==> config.mk <==
export PLATFORM = sky130hd
export DESIGN_NAME = sha256_round_engine
export DESIGN_NICKNAME = d
export VERILOG_FILES = /design/src/rtl/sha256_round_engine.sv
export SDC_FILE = /design/constraint.sdc
export NUM_CORES = 2
export LEC_CHECK = 0
export CORE_ASPECT_RATIO = 0.75
export CORE_MARGIN = 2
export CORE_UTILIZATION = 25
export DETAILED_ROUTE_END_ITERATION = 8
export GPL_ROUTABILITY_DRIVEN = 1
export GPL_TIMING_DRIVEN = 1
export SYNTH_ARGS = -nofsm -noshare
export SYNTH_HDL_FRONTEND = slang
export SYNTH_SLANG_ARGS = --single-unit
==> constraint.sdc <==
create_clock -name clk -period 8.86 [get_ports clk]
set_input_delay 0.886 -clock clk [delete_from_list [all_inputs] [get_ports clk]]
set_output_delay 0.886 -clock clk [all_outputs]
set_load 0.01 [all_outputs]
==> src/rtl/sha256_round_engine.sv <==
// SHA-256 compression engine: K ROM, rolling message schedule,
// UNROLL rounds per clock and the final chaining addition.
module sha256_round_engine #(
    parameter int UNROLL = 1
) (
    input  logic         clk,
    input  logic         rst_n,
    input  logic         start,
    input  logic         init,
    input  logic [511:0] block_in,
    input  logic [255:0] hash_in,
    output logic         busy,
    output logic         done,
    output logic [255:0] hash_out
);

    if (UNROLL != 1 && UNROLL != 2 && UNROLL != 4 &&
        UNROLL != 8 && UNROLL != 16) begin : g_bad_unroll
        $error("UNROLL must be 1, 2, 4, 8 or 16");
    end

    typedef struct packed {
        logic [31:0] a, b, c, d, e, f, g, h;
    } hstate_t;

    typedef enum logic [1:0] {IDLE, ROUND, FINAL} state_e;

    localparam logic [5:0] LAST_RND = 6'(64 - UNROLL);

    localparam logic [255:0] SHA_IV = {
        32'h6a09e667, 32'hbb67ae85, 32'h3c6ef372, 32'ha54ff53a,
        32'h510e527f, 32'h9b05688c, 32'h1f83d9ab, 32'h5be0cd19
    };

    localparam logic [31:0] K_ROM [64] = '{
        32'h428a2f98, 32'h71374491, 32'hb5c0fbcf, 32'he9b5dba5,
        32'h3956c25b, 32'h59f111f1, 32'h923f82a4, 32'hab1c5ed5,
        32'hd807aa98, 32'h12835b01, 32'h243185be, 32'h550c7dc3,
        32'h72be5d74, 32'h80deb1fe, 32'h9bdc06a7, 32'hc19bf174,
        32'he49b69c1, 32'hefbe4786, 32'h0fc19dc6, 32'h240ca1cc,
        32'h2de92c6f, 32'h4a7484aa, 32'h5cb0a9dc, 32'h76f988da,
        32'h983e5152, 32'ha831c66d, 32'hb00327c8, 32'hbf597fc7,
        32'hc6e00bf3, 32'hd5a79147, 32'h06ca6351, 32'h14292967,
        32'h27b70a85, 32'h2e1b2138, 32'h4d2c6dfc, 32'h53380d13,
        32'h650a7354, 32'h766a0abb, 32'h81c2c92e, 32'h92722c85,
        32'ha2bfe8a1, 32'ha81a664b, 32'hc24b8b70, 32'hc76c51a3,
        32'hd192e819, 32'hd6990624, 32'hf40e3585, 32'h106aa070,
        32'h19a4c116, 32'h1e376c08, 32'h2748774c, 32'h34b0bcb5,
        32'h391c0cb3, 32'h4ed8aa4a, 32'h5b9cca4f, 32'h682e6ff3,
        32'h748f82ee, 32'h78a5636f, 32'h84c87814, 32'h8cc70208,
        32'h90befffa, 32'ha4506ceb, 32'hbef9a3f7, 32'hc67178f2
    };

    function automatic logic [31:0] rotr(
        input logic [31:0] x,
        input int          n
    );
        return (x >> n) | (x << (32 - n));
    endfunction

    function automatic logic [31:0] bsig0(input logic [31:0] x);
        return rotr(x, 2) ^ rotr(x, 13) ^ rotr(x, 22);
    endfunction

    function automatic logic [31:0] bsig1(input logic [31:0] x);
        return rotr(x, 6) ^ rotr(x, 11) ^ rotr(x, 25);
    endfunction

    function automatic logic [31:0] ssig0(input logic [31:0] x);
        return rotr(x, 7) ^ rotr(x, 18) ^ (x >> 3);
    endfunction

    function automatic logic [31:0] ssig1(input logic [31:0] x);
        return rotr(x, 17) ^ rotr(x, 19) ^ (x >> 10);
    endfunction

    function automatic hstate_t sha_round(
        input hstate_t     s,
        input logic [31:0] k,
        input logic [31:0] wt
    );
        hstate_t     r;
        logic [31:0] ch;
        logic [31:0] maj;
        logic [31:0] t1;
        logic [31:0] t2;
        ch  = (s.e & s.f) ^ (~s.e & s.g);
        maj = (s.a & s.b) ^ (s.a & s.c) ^ (s.b & s.c);
        t1  = s.h + bsig1(s.e) + ch + k + wt;
        t2  = bsig0(s.a) + maj;
        r.h = s.g;
        r.g = s.f;
        r.f = s.e;
        r.e = s.d + t1;
        r.d = s.c;
        r.c = s.b;
        r.b = s.a;
        r.a = t1 + t2;
        return r;
    endfunction

    function automatic hstate_t add_hash(
        input hstate_t x,
        input hstate_t y
    );
        hstate_t r;
        r.a = x.a + y.a;
        r.b = x.b + y.b;
        r.c = x.c + y.c;
        r.d = x.d + y.d;
        r.e = x.e + y.e;
        r.f = x.f + y.f;
        r.g = x.g + y.g;
        r.h = x.h + y.h;
        return r;
    endfunction

    state_e      state;
    state_e      state_nx;
    hstate_t     cur;
    hstate_t     hv_save;
    hstate_t     hv_load;
    logic [31:0] w [16];
    logic [5:0]  rnd;
    logic        load;
    logic        step;
    logic        fin;

    logic [31:0] ext [16 + UNROLL];
    hstate_t     chain [UNROLL + 1];

    assign hv_load = init ? SHA_IV : hash_in;
    assign busy    = (state != IDLE);

    // ext[0] is always W[rnd]; the tail extends the window by UNROLL words
    always_comb begin
        for (int i = 0; i < 16; i++) begin
            ext[i] = w[i];
        end
        for (int j = 0; j < UNROLL; j++) begin
            ext[16 + j] = ssig1(ext[14 + j]) + ext[9 + j] +
                          ssig0(ext[1 + j]) + ext[j];
        end
    end

    always_comb begin
        chain[0] = cur;
        for (int j = 0; j < UNROLL; j++) begin
            chain[j + 1] = sha_round(chain[j],
                                     K_ROM[rnd + 6'(j)],
                                     ext[j]);
        end
    end

    always_comb begin
        state_nx = state;
        load     = 1'b0;
        step     = 1'b0;
        fin      = 1'b0;
        unique case (state)
            IDLE: begin
                if (start) begin
                    load     = 1'b1;
                    state_nx = ROUND;
                end
            end
            ROUND: begin
                step = 1'b1;
                if (rnd == LAST_RND) begin
                    state_nx = FINAL;
                end
            end
            FINAL: begin
                fin      = 1'b1;
                state_nx = IDLE;
            end
            default: state_nx = IDLE;
        endcase
    end

    always_ff @(posedge clk or negedge rst_n) begin
        if (!rst_n) begin
            state <= IDLE;
        end else begin
            state <= state_nx;
        end
    end

    always_ff @(posedge clk or negedge rst_n) begin
        if (!rst_n) begin
            cur      <= '0;
            hv_save  <= '0;
            w        <= '{default: '0};
            rnd      <= '0;
            done     <= 1'b0;
            hash_out <= '0;
        end else begin
            done <= fin;
            if (load) begin
                cur     <= hv_load;
                hv_save <= hv_load;
                rnd     <= '0;
                for (int i = 0; i < 16; i++) begin
                    w[i] <= block_in[511 - 32*i -: 32];
                end
            end else if (step) begin
                cur <= chain[UNROLL];
                rnd <= rnd + 6'(UNROLL);
                for (int i = 0; i < 16; i++) begin
                    w[i] <= ext[UNROLL + i];
                end
            end
            if (fin) begin
                hash_out <= add_hash(hv_save, cur);
            end
        end
    end

endmodule

==> impl_metrics.env <==
export IMPL_drc=0
export IMPL_timing_fmax_ghz=0.119
export IMPL_worst_setup_path_start_kind="register"
export IMPL_synth_area_leaders="dfrtp_1 (40%), nand2_1 (8.2%), ha_1 (6.2%)"
export IMPL_path_clk_slew_ps=60
export IMPL_netlist_area_um2=79900
export IMPL_dieArea_um2=324000
export IMPL_synth_top_family_by_area="compound AO/OA/AOI/OAI gates"
export IMPL_io_buffers=1029
export IMPL_yosysWarnings=0
export IMPL_initial_core_util_pct=25.1
export IMPL_synthArstFlopShare_pct=100
export IMPL_worstReg2RegStart="rnd[1]$_DFFE_PN0P_"
export IMPL_crit_required_ps=9570
export IMPL_core_um2=318000
export IMPL_cp_max_fo=9
export IMPL_numCtsBuffers=157
export IMPL_min_period_ps=8420
export IMPL_crit_top_cell="a21oi_1"
export IMPL_worstHoldPathCells=2
export IMPL_synth_flop_cell="dfrtp_1"
export IMPL_cp_slowest_stage_delay_ps=480
export IMPL_cts_tree="done"
export IMPL_syn_nets=10700
export IMPL_hp_class="register to register"
export IMPL_finish_utilization_pct=31.7
export IMPL_fillers=33600
export IMPL_cp_end_kind="register"
export IMPL_synth_edff_count=0
export IMPL_grt_max_degree=204
export IMPL_avgViaCountPerCell=5.13
export IMPL_io_pins=1030
export IMPL_antenna_left=0
export IMPL_final_layout_size_suffix_gt1_share_pct=6.07
export IMPL_synth_xor_area_share_pct=6.20
export IMPL_synth_cell_type_count=88
export IMPL_tightest_slew_ps=1170
export IMPL_slew_viol_final=0
export IMPL_antenna_found_initial=96
export IMPL_multi_input_area_um2=44000
export IMPL_grt_first_pass_wirelength_um=539000
export IMPL_worstSetupPathType="register to register"
export IMPL_min_delay_start="hash_out[196]$_DFFE_PN0P_"
export IMPL_synth_compound_area_share_pct=19.3
export IMPL_relSlewSlack_pct=22.1
export IMPL_die_w_um=657
export IMPL_setup_viol=0
export IMPL_r2r_cells=35
export IMPL_max_cap_violations=0
export IMPL_dieHeight_um=493
export IMPL_period_share_pct=95.1
export IMPL_yosysTopAreaCell="dfrtp_1"
export IMPL_cts_buffer_depth=4
export IMPL_drtIter0Drc=8779
export IMPL_synth_top_area_share_pct=40.4
export IMPL_reg2reg_slack_ps=440
export IMPL_hold_viol_final=0
export IMPL_syn2layout_area_growth_pct=26.1
export IMPL_skew_ps=106
export IMPL_place_detailed_hpwl_um=305000
export IMPL_insertion_delay_ps=870
export IMPL_dr_total_vias=74500
export IMPL_clock_sinks=1289
export IMPL_grt_pass1_vias=69100
export IMPL_worstHoldEndpoint="hash_out[196]$_DFFE_PN0P_"
export IMPL_grt_setup_unrepaired="true"
export IMPL_layout_nets=11500
export IMPL_arrival_ps=9130
export IMPL_row_count=179
export IMPL_place_area_um2=95300
export IMPL_clockRootBuffer="clkbuf_16"
export IMPL_wire_per_inst_um=26.9
export IMPL_seqCellArea_um2=32300
export IMPL_critPathSlowestCell="fa_1"
export IMPL_outcome="finished, final reports clean"
export IMPL_synth_seq_cells=1289
export IMPL_syn_avg_cell_area_um2=8.59
export IMPL_drtPass1Iterations=6
export IMPL_htree_levels=4
export IMPL_grt_util_all_layers_pct=23.2
export IMPL_grt_overflow_total=0
export IMPL_synth_mux_area_share_pct=0.895
export IMPL_synth_adder_area_share_pct=11.3
export IMPL_detail_route_wirelength_um=390000
export IMPL_stdcell_area_um2=101000
export IMPL_postSynthCellCount=9301
export IMPL_rr_endpoint="chain[215]$_DFFE_PN0P_"
export IMPL_routabilityCongestion=0.963
export IMPL_ys_seq_area_share_pct=40.4
export IMPL_yosys_area_share_simple_pct=17.2
==> critical path, delay by kind of cell, from the launching register on <==
kind / cells / cell delay [ps]
buffers and inverters: 5 / 880
AOI/OAI and AO/OA: 16 / 3100
adders and majority gates: 7 / 2690
xor gates and xnor gates: 2 / 210
DFF: 1 / 390
and+or+nand+nor: 5 / 1040
==> metal layers <==
metal  track usage [%]  vias to the layer above  share of wire [%]
met4              8.01                       44                3.7
met3              6.50                      538                 10
met2              33.8                     3503                 42
li1                  -                    33600                  -
met1              32.7                    36800                 44
met5                 0                        -              0.076
==> final cells by class <==
class,count,share of cell area [%]
Inverter,380,1.42
Multi-Input combinational cell,7008,43.7
Timing Repair Buffer,1280,12.4
Clock inverter,51,0.697
Clock buffer,216,4.41
Sequential cell,1289,32.0
Antenna cell,48,0.119
Tap cell,4253,5.28
==> cells by family (layout without fill, tap and decap cells) <==
logic type      Yosys count  after routing
compound gates         2359           2359
flops                  1289           1289
fa+ha+maj               610            610
simple gates           3420           3420
xor+xnor                565            565
other cells               0             48
mux                      54             54
buf+inv                1004           1927
==> Yosys cell counts (27+ instances only) <==
library cell,number
nor3_1,66
a21o_1,166
clkbuf_1,597
o21bai_1,52
a211oi_1,50
o21a_1,51
a31oi_1,642
nor2_1,1271
xor2_1,200
nor2b_1,52
inv_1,378
o21ai_0,452
o31ai_1,54
and3_1,28
nand2_1,1755
fa_1,195
dfrtp_1,1289
o21ai_1,27
nand2b_1,53
xnor2_1,365
nand4_1,30
o211ai_1,31
buf_1,27
mux2_2,29
nand3_1,62
ha_1,393
a21oi_1,394
a22o_1,119
a221oi_1,118
==> registers in the layout (all words and copies together), names as in the netlist <==
name and count:
chain 256, done 1, ext 512, hash_out 256, hv_save 256, rnd 6, state 2
==> metrics by stage <==
step | TNS, ps | setup WS (ps) | hold WS [ps] | instances
after floorplan | 0 | 462 | 450 | 9301
after global placement | 0 | 140 | 453 | 14200
after detailed placement | 0 | 103 | 457 | 14200
after CTS | 0 | 65.9 | 473 | 14500
after global routing | -17.4 | -8.36 | 493 | 14500
final | 0 | 438 | 468 | 14500
==> how the worst max path moves through the flow <==
stage | cells after the start | slack, ps | endpoint | from
after floorplan | 36 | 460 | chain[223]$_DFFE_PN0P_ | rnd[2]$_DFFE_PN0P_
after global placement | 40 | 140 | chain[223]$_DFFE_PN0P_ | rnd[1]$_DFFE_PN0P_
after detailed placement | 35 | 100 | chain[223]$_DFFE_PN0P_ | rnd[1]$_DFFE_PN0P_
after CTS | 35 | 70 | chain[223]$_DFFE_PN0P_ | rnd[1]$_DFFE_PN0P_
after global routing | 39 | -8 | chain[215]$_DFFE_PN0P_ | rnd[1]$_DFFE_PN0P_
final | 35 | 440 | chain[215]$_DFFE_PN0P_ | rnd[1]$_DFFE_PN0P_
==> placed cells by master (no fill, tap or decap), types with 19 or more instances in the layout <==
cell             netlist  final
nand2_1             1755   1753
dfrtp_1             1289   1285
nor2_1              1271   1266
clkdlybuf4s50_1        0   1027
a31oi_1              642    642
o21ai_0              452    447
ha_1                 393    390
a21oi_1              394    389
inv_1                378    376
xnor2_1              365    362
buf_4                  0    230
xor2_1               200    199
fa_1                 195    195
a21o_1               166    166
clkbuf_16              0    157
a22o_1               119    119
a221oi_1             118    118
nor3_1                66     66
nand3_1               62     62
o31ai_1               54     53
o21bai_1              52     52
o21a_1                51     51
nor2b_1               52     51
nand2b_1              53     50
a211oi_1              50     49
diode_2                0     48
o211ai_1              31     31
nand4_1               30     30
o21ai_1               27     30
clkbuf_1             597     30
mux2_2                29     29
clkbuf_8               0     29
and3_1                28     28
maj3_1                22     22
or3_1                 22     22
buf_12                 0     20
a21boi_0              19     19
==> timing repair <==
action | CTS | global route
setup endpoints to repair | 0 | 12
hold buffers | 1 | 0
endpoints found under the hold margin | 17 | 0
setup buffers | 0 | 2
gates resized for setup | 0 | 24
Power is left out: the tool's default activity adds up to more than one toggle a clock period on the data nets, which glitch-free logic cannot reach.
